**config.mk**
```make
export PLATFORM = sky130hd
export DESIGN_NAME = cnn_layer_scheduler
export DESIGN_NICKNAME = d
export VERILOG_FILES = /design/src/rtl/cnn_sched_pkg.sv /design/src/rtl/sched_watchdog.sv /design/src/rtl/cnn_layer_scheduler.sv
export SDC_FILE = /design/constraint.sdc
export NUM_CORES = 1
export LEC_CHECK = 0
export ABC_AREA = 1
export CORE_MARGIN = 2
export CORE_UTILIZATION = 62
export CTS_CLUSTER_DIAMETER = 100
export DETAILED_ROUTE_END_ITERATION = 10
export PLACE_DENSITY = 0.85
export SETUP_SLACK_MARGIN = 0.5
export SLEW_MARGIN = 20
export SYNTH_ARGS = -nofsm -noshare
export SYNTH_HDL_FRONTEND = slang
export SYNTH_SLANG_ARGS = --single-unit
export TNS_END_PERCENT = 1
```
**constraint.sdc**
```tcl
create_clock -name clk -period 5.4 [get_ports clk]
set_input_delay 1.08 -clock clk [delete_from_list [all_inputs] [get_ports clk]]
set_output_delay 1.08 -clock clk [all_outputs]
set_load 0.05 [all_outputs]
```
**src/rtl/cnn_sched_pkg.sv**
```systemverilog
// Shared types, default layer table and helpers for the CNN layer scheduler.
package cnn_sched_pkg;

  localparam int NUM_LAYERS_D = 4;
  localparam int CH_W_D       = 7;
  localparam int LAYER_W_D    = 2;

  // Output-channel count per layer, layer 0 at index 0: conv1=6, dw2=16, fc1=84, fc2=10
  localparam logic [NUM_LAYERS_D-1:0][CH_W_D-1:0] LAYER_CH_D = {7'd10, 7'd84, 7'd16, 7'd6};

  typedef enum logic [2:0] {IDLE, ISSUE, WAIT, SWAP, RESULT, ERROR} sched_state_t;

  // Number of engine jobs one full run issues for a given layer table.
  function automatic int total_jobs(input logic [NUM_LAYERS_D-1:0][CH_W_D-1:0] tbl);
    int n;
    n = 0;
    for (int i = 0; i < NUM_LAYERS_D; i++) n += int'(tbl[i]);
    return n;
  endfunction

endpackage

```
**src/rtl/sched_watchdog.sv**
```systemverilog
// Per-job watchdog: counts enabled cycles since the last clear and flags
// the TIMEOUT-th enabled cycle, so a completion in that same cycle still wins.
module sched_watchdog #(
  parameter int TIMEOUT = 65535,
  parameter int TO_W    = 16
) (
  input  logic clk,
  input  logic rst,
  input  logic clear,
  input  logic enable,
  output logic expired
);

  logic [TO_W-1:0] r_cnt;

  // Cycle counter; holds once the limit is reached.
  always_ff @(posedge clk or posedge rst) begin
    if (rst)                      r_cnt <= '0;
    else if (clear)               r_cnt <= '0;
    else if (enable && !expired)  r_cnt <= r_cnt + TO_W'(1);
  end

  assign expired = enable && (r_cnt == TO_W'(TIMEOUT - 1));

endmodule

```
**src/rtl/cnn_layer_scheduler.sv**
```systemverilog
// Walks the shared compute engine through every (layer, channel) job,
// swaps the ping-pong activation bank between layers and hands off the result.
module cnn_layer_scheduler
  import cnn_sched_pkg::*;
#(
  parameter int NUM_LAYERS = NUM_LAYERS_D,
  parameter int CH_W       = CH_W_D,
  parameter int LAYER_W    = LAYER_W_D,
  parameter logic [NUM_LAYERS-1:0][CH_W-1:0] LAYER_CH = LAYER_CH_D,
  parameter int TIMEOUT    = 65535,
  parameter int TO_W       = 16
) (
  input  logic               clk,
  input  logic               rst,
  input  logic               start,
  input  logic               abort,
  output logic               busy,
  output logic               done,
  output logic               err,
  output logic               eng_start,
  output logic [LAYER_W-1:0] eng_layer,
  output logic [CH_W-1:0]    eng_ch,
  input  logic               eng_done,
  output logic               buf_swap,
  output logic               buf_sel,
  output logic               res_valid,
  input  logic               res_ready
);

  // Parameter sanity, caught at elaboration.
  if ((2 ** LAYER_W) < NUM_LAYERS) begin : g_bad_lw
    $error("LAYER_W too narrow for NUM_LAYERS");
  end
  if (TIMEOUT < 1 || TIMEOUT >= (2 ** TO_W)) begin : g_bad_to
    $error("TIMEOUT must be >= 1 and fit in TO_W bits");
  end
  for (genvar gi = 0; gi < NUM_LAYERS; gi++) begin : g_chk
    if (LAYER_CH[gi] == '0) begin : g_bad_ch
      $error("LAYER_CH entries must be >= 1");
    end
  end

  sched_state_t       r_state, w_state;
  logic [LAYER_W-1:0] r_layer, w_layer;
  logic [CH_W-1:0]    r_ch, w_ch;
  logic               r_busy, w_busy;
  logic               r_done, w_done;
  logic               r_err, w_err;
  logic               r_eng_start, w_eng_start;
  logic               r_buf_swap, w_buf_swap;
  logic               r_buf_sel, w_buf_sel;
  logic               r_res_valid, w_res_valid;
  logic [CH_W-1:0]    w_last_ch;
  logic               w_wd_exp;

  assign w_last_ch = LAYER_CH[r_layer] - CH_W'(1);

  sched_watchdog #(.TIMEOUT(TIMEOUT), .TO_W(TO_W)) u_wd (
    .clk     (clk),
    .rst     (rst),
    .clear   (r_state == ISSUE),
    .enable  (r_state == WAIT),
    .expired (w_wd_exp)
  );

  // Next state and next values of every registered output; abort overrides all.
  always_comb begin
    w_state     = r_state;
    w_layer     = r_layer;
    w_ch        = r_ch;
    w_busy      = r_busy;
    w_err       = r_err;
    w_buf_sel   = r_buf_sel;
    w_done      = 1'b0;
    w_eng_start = 1'b0;
    w_buf_swap  = 1'b0;
    w_res_valid = 1'b0;
    case (r_state)
      IDLE, ERROR: begin
        if (start) begin
          w_state     = ISSUE;
          w_layer     = '0;
          w_ch        = '0;
          w_buf_sel   = 1'b0;
          w_err       = 1'b0;
          w_busy      = 1'b1;
          w_eng_start = 1'b1;
        end
      end
      ISSUE: w_state = WAIT;
      WAIT: begin
        if (eng_done) begin
          if (r_ch < w_last_ch) begin
            w_ch        = r_ch + CH_W'(1);
            w_state     = ISSUE;
            w_eng_start = 1'b1;
          end else if (r_layer < LAYER_W'(NUM_LAYERS - 1)) begin
            // bank flips together with the swap pulse
            w_state    = SWAP;
            w_buf_swap = 1'b1;
            w_buf_sel  = ~r_buf_sel;
          end else begin
            w_state     = RESULT;
            w_res_valid = 1'b1;
          end
        end else if (w_wd_exp) begin
          w_state = ERROR;
          w_err   = 1'b1;
          w_busy  = 1'b0;
        end
      end
      SWAP: begin
        w_layer     = r_layer + LAYER_W'(1);
        w_ch        = '0;
        w_state     = ISSUE;
        w_eng_start = 1'b1;
      end
      RESULT: begin
        w_res_valid = 1'b1;
        if (r_res_valid && res_ready) begin
          w_state     = IDLE;
          w_done      = 1'b1;
          w_busy      = 1'b0;
          w_res_valid = 1'b0;
        end
      end
      default: w_state = IDLE;
    endcase
    if (abort) begin
      w_state     = IDLE;
      w_busy      = 1'b0;
      w_done      = 1'b0;
      w_eng_start = 1'b0;
      w_buf_swap  = 1'b0;
      w_res_valid = 1'b0;
      w_buf_sel   = 1'b0;
    end
  end

  // State and output registers.
  always_ff @(posedge clk or posedge rst) begin
    if (rst) begin
      r_state     <= IDLE;
      r_layer     <= '0;
      r_ch        <= '0;
      r_busy      <= 1'b0;
      r_done      <= 1'b0;
      r_err       <= 1'b0;
      r_eng_start <= 1'b0;
      r_buf_swap  <= 1'b0;
      r_buf_sel   <= 1'b0;
      r_res_valid <= 1'b0;
    end else begin
      r_state     <= w_state;
      r_layer     <= w_layer;
      r_ch        <= w_ch;
      r_busy      <= w_busy;
      r_done      <= w_done;
      r_err       <= w_err;
      r_eng_start <= w_eng_start;
      r_buf_swap  <= w_buf_swap;
      r_buf_sel   <= w_buf_sel;
      r_res_valid <= w_res_valid;
    end
  end

  assign busy      = r_busy;
  assign done      = r_done;
  assign err       = r_err;
  assign eng_start = r_eng_start;
  assign eng_layer = r_layer;
  assign eng_ch    = r_ch;
  assign buf_swap  = r_buf_swap;
  assign buf_sel   = r_buf_sel;
  assign res_valid = r_res_valid;

endmodule
```
== Word-level counts from Yosys, hierarchy flattened ==
Index checks and enable logic that the tools add are counted.

* Word-level logic and storage cells: 108
* Memories: 0
* Register bits after elaboration: 35
* Latch bits: 0
* RAM bits: 0
* Bits of input ports: 6
* Bits in read-only memories: 0
* Output and inout bits: 16

* Reduce and logical (&&, ||, !) cells: 18
* Shift-type cells: 0
* Divide/modulo/power cells: 0
* Eq/ne operators: 19
* Multiply operators: 0
* Mux-type cells: 52
* Add/sub/neg operators: 4
* Bitwise gates (word level): 1
* $lt $le $gt $ge: 3

{| class="wikitable"
|+ Operator list
! operator !! number
|-
| $mux 16 || 2
|-
| $mux 1 || 29
|-
| $mux 7 || 4
|-
| $mux 3 || 7
|-
| $ne 3x3->1 const B || 7
|-
| $pmux 7 s3 || 1
|-
| $add 16x1->16 const B || 1
|-
| $eq 16x16->1 const B || 1
|-
| $pmux 3 s5 || 1
|-
| $bmux 7 s2 || 1
|-
| $ne 2x2->1 const B || 5
|-
| $reduce_and 5->1 || 2
|-
| $reduce_and 4->1 || 2
|-
| $add 7x1->7 const B || 1
|-
| $lt 7x7->1 || 1
|-
| $sub 7x1->7 const B || 1
|-
| $eq 3x2->1 const B || 2
|-
| $eq 3x3->1 const B || 2
|-
| $pmux 1 s2 || 3
|-
| $pmux 1 s3 || 2
|-
| $reduce_bool 2->1 || 3
|-
| $reduce_bool 3->1 || 2
|-
| $ne 4x4->1 const B || 1
|-
| $pmux 2 s2 || 1
|-
| other kinds (13) || 15
|}

== Depth between registers and ports, before layout ==
* Depth after elaboration: 8
* Depth in mapped cells: 14
* Gate-level depth less buffers: 14

== Hierarchy ==
Synthesis repeated with hierarchy kept, for this count alone.

* Cell total of the unflattened synthesis: 331
* Area, all modules: 2456.1 um^2

{| class="wikitable"
|+ Modules (own cells, without submodules)
! module !! times used !! seq. area each (um^2) !! area each (um^2) !! cells each
|-
| cnn_layer_scheduler || 1 || 475.5 || 1386.3 || 182
|-
| sched_watchdog || 1 || 400.4 || 1069.8 || 149
|}

== Least setup slack after synthesis ==
Ideal clock, no wire load.

* Path type: register to register
* Start point: register r_layer[0], in the netlist eng_layer[0]
* End point: register r_ch[2], in the netlist eng_ch[2]
* Slack: 3.129 ns
* Stages on the path, launching flop included: 12
* Setup time: 0.118 ns
* Required time: 5.282 ns
* Clock period less this slack: 2.271 ns
* Data arrival time: 2.153 ns
* Buffers on the path: 0
* Path through: dfrtp_1 > inv_1 > ha_1 > nor2_1 > ha_1 > or2_2 > nand3_1 > nand4_1 > nand2_2 > inv_1 > nand2_1 > nand2_1

* Longest elaborated chain between the ends: 6

{| class="wikitable"
|+ RTL lines
! what !! RTL line !! text
|-
| from (decl) || cnn_layer_scheduler.sv:44 || <nowiki>logic [LAYER_W-1:0] r_layer, w_layer;</nowiki>
|-
| from (signal assigned) || cnn_layer_scheduler.sv:155 || <nowiki>r_layer <= w_layer;</nowiki>
|-
| $bmux 7 s2 || cnn_layer_scheduler.sv:56 || <nowiki>assign w_last_ch = LAYER_CH[r_layer] - CH_W'(1);</nowiki>
|-
| $mux 7 (implied by the code) || cnn_layer_scheduler.sv:56 ||
|-
| $sub 7x1->7 || cnn_layer_scheduler.sv:56 ||
|-
| $lt 7x7->1 || cnn_layer_scheduler.sv:93 || <nowiki>if (r_ch < w_last_ch) begin</nowiki>
|-
| $ne 2x2->1 (no line) || - ||
|-
| $reduce_and 4->1 (no line) || - ||
|-
| to (signal assigned) || cnn_layer_scheduler.sv:156 || <nowiki>r_ch <= w_ch;</nowiki>
|-
| to (decl) || cnn_layer_scheduler.sv:45 || <nowiki>logic [CH_W-1:0] r_ch, w_ch;</nowiki>
|}

No other way between the ends. The select of a mux whose other input is x is not followed.
A chain may end at the register's enable or synchronous reset.

== Worst setup path after layout ==
* Start point: register r_ch[4], in the netlist eng_ch[4]
* End point: output port eng_ch[4]

{| class="wikitable"
|+ RTL lines
! what !! RTL line !! text
|-
| to (decl) || cnn_layer_scheduler.sv:22 || <nowiki>output logic [CH_W-1:0] eng_ch,</nowiki>
|}

No word-level cell between the ends.

==> impl_metrics.tcl <==
set metrics [dict create \
    place_inst 385 \
    netlist_area_um2 2320 \
    ant_nets 0 \
    drv_slew 0 \
    tightest_slew_ns 0.547 \
    core_area_um2 3630 \
    cts-root-buf "clkbuf_8" \
    crit_slowest_cell "clkdlybuf4s50_1" \
    rr_worst_depth 12 \
    antenna_found_initial 0 \
    detail_route.wirelength_mm 4.84 \
    seq_area_frac_synth 0.377 \
    drtPass1Iterations 4 \
    stdcell_count 393 \
    setup_viol 0 \
    crit_path_start_kind "flip-flop" \
    io_buffers 21 \
    post_cts_buffers 0 \
    die_h_um 65.2 \
    max-vdd-ir-drop_uv 256 \
    avgSynthCellArea_um2 7.28 \
    place_area_um2 2560 \
    cts_hold_buf 0 \
    min_period_ns 2.71 \
    path_cells "clkdlybuf4s50_1" \
    drive_gt1_frac 0.0870 \
    post-place-ws_ns 2.75 \
    route.vias.total 2069 \
    grt_use_total 0.256 \
    holdPathStages 2 \
    fin_worst_skew_ns 0.0123 \
    clock.fmax_mhz 369 \
    final_cell_mix "108 x nand2_1, 42 x nor2_1, 35 x dfrtp_1" \
    finalSetupTns_ns 0 \
    path_buf_inv 1 \
    syn-num-nets 338 \
    route.detailed.drc 0 \
    power.leakage_uw 0.00128 \
    crit-reg2reg-launch "eng_layer[0]" \
    gr-total-overflow 0 \
    diodes 0 \
    place.gp.congestion 0.898 \
    cts_buffer_depth 2 \
    synth_top_cell_area_share 0.377 \
    synth.distinct_cells 34 \
    cts_tree "built" \
    min_from "busy" \
    final_area_um2 2680 \
    routed_via_density 5.26 \
    hold_class "reg2reg" \
    ios 22 \
    clk_pin_slew_ns 0.08 \
    drt-initial-drc-count 188 \
    rsz0062_at_grt "false" \
    numCtsBuffers 5 \
    slew_headroom 0.633 \
    nFillCells 291 \
    wl_per_cell_um 12.3 \
    dieWidth_um 65.2 \
    fin_nets 363 \
    grt_max_degree 36 \
    utilization 0.737 \
    critPathMaxStageDelay_ns 0.85 \
    hold-path-endpoint "busy" \
    dieArea_um2 4250 \
    crit_family "buffers and inverters" \
    ys_ff_latch 35 \
    cts-resized-gates 0 \
    synth_area_leaders "dfrtp_1 38%, nand2_1 17%, ha_1 7.0%" \
    syn_inst 319 \
    endpoint_kind "primary output" \
    crit_arrival_ns 1.63 \
    synthToLayoutAreaGrowth_pct 15.4 \
    dp_hpwl_mm 3.53 \
    critPathMaxFanout 7 \
    cts_htree_levels 2 \
    clock_latency_ns 0.30 \
    cts_num_sinks 35 \
    worst_r2r_endpoint "eng_ch[1]" \
    worstPathRequired_ns 4.32 \
    synth_top_area_cell "dfrtp_1" \
    status "completed" \
    r2r_slack_ns 3.32 \
    grt_pass1_wl_mm 8.30 \
    grt_pass1_vias 1893 \
    layout_commonest_cell "nand2_1" \
    critical_path_class "reg2out" \
    finalHoldViolCount 0 \
    yosysWarnings 0 \
    initial_core_util 0.639 \
    power_density_nw_per_um2 379 \
    rows 22 \
    min_period_over_period 0.501 \
    fin_ws_ns 2.69 \
    max-cap-violations 0 \
]
==> sequential cells by signal, indices dropped and copies added, names as in the netlist <==
signal and cells:
eng_ch 7, u_wd.r_cnt 16, res_valid 1, err 1, r_state 3, buf_sel 1, eng_start 1, busy 1
buf_swap 1, eng_layer 2, done 1
==> routing by layer <==
layer	global-route usage	routed length, µm	up-vias
met5	0	0	-
met4	0.104	92	0
met3	0.0531	200	9
met2	0.430	2420	48
met1	0.323	2120	955
li1	-	-	1057
==> cell type report <==
cell class / count / area, µm² / share of cell area
Inverter: 32 / 123 / 0.0458
Multi-Input combinational cell: 248 / 1280 / 0.480
Timing Repair Buffer: 22 / 218 / 0.0813
Sequential cell: 35 / 876 / 0.327
Clock inverter: 2 / 35.0 / 0.0131
Clock buffer: 6 / 82.6 / 0.0308
Tap cell: 48 / 60.1 / 0.0224
==> stage by stage <==
stage | total power (µW) | hold WS (ns)
global placement | 761 | 0.468
floorplan | 672 | 0.489
finish | 1010 | 0.478
CTS | 1020 | 0.491
global route | 1080 | 0.527
detailed placement | 772 | 0.468
==> how the worst max path moves through the flow <==
stage | cells after the start | startpoint | to | slack, ns
global route | 1 | eng_ch[4] | eng_ch[4] | 2.65
global placement | 9 | abort | r_state[2] | 2.81
detailed placement | 9 | abort | r_state[2] | 2.75
CTS | 1 | eng_ch[4] | eng_ch[4] | 2.70
finish | 1 | eng_ch[4] | eng_ch[4] | 2.69
floorplan | 11 | eng_layer[0] | eng_ch[2] | 3.13
==> synth_stat cells <==
cell	n
nand2_1	108
nor2_1	42
dfrtp_1	35
inv_1	28
nand3_1	25
ha_1	13
xor2_1	9
o21ai_0	6
nand2_2	5
o21ai_1	5
a21oi_1	4
buf_6	3
inv_2	3
nand4_1	3
o21bai_1	3
or2_2	3
xnor2_1	3
nor3_1	2
nor3_2	2
o22ai_1	2
o31ai_1	2
a21boi_0	1
a21oi_2	1
buf_2	1
conb_1	1
inv_4	1
nand2_4	1
nor2_2	1
nor2_4	1
nor3_4	1
nor3b_1	1
o211ai_1	1
o21ai_2	1
o21ai_4	1
==> cells by family (layout without fill, tap and decap cells) <==
family,Yosys count,in the layout,share of synthesized area
and+or+nand+nor,195,195,0.362
buffers and inverters,36,62,0.0695
DFF,35,35,0.377
AOI/OAI and AO/OA,27,27,0.0749
adders and majority gates,13,13,0.0700
xor gates and xnor gates,12,12,0.0453
other,1,1,0.00161
==> power by group <==
| part | leakage [µW] | switching, µW | total [µW] | internal [µW] |
|---|---|---|---|---|
| logic | 0.000736 | 306 | 432 | 126 |
| registers | 0.000478 | 36.0 | 334 | 298 |
| clock network | 0.0000612 | 98.8 | 248 | 149 |
| total | 0.00128 | 441 | 1010 | 573 |
Note: power is estimated with default switching activity, not from simulation.
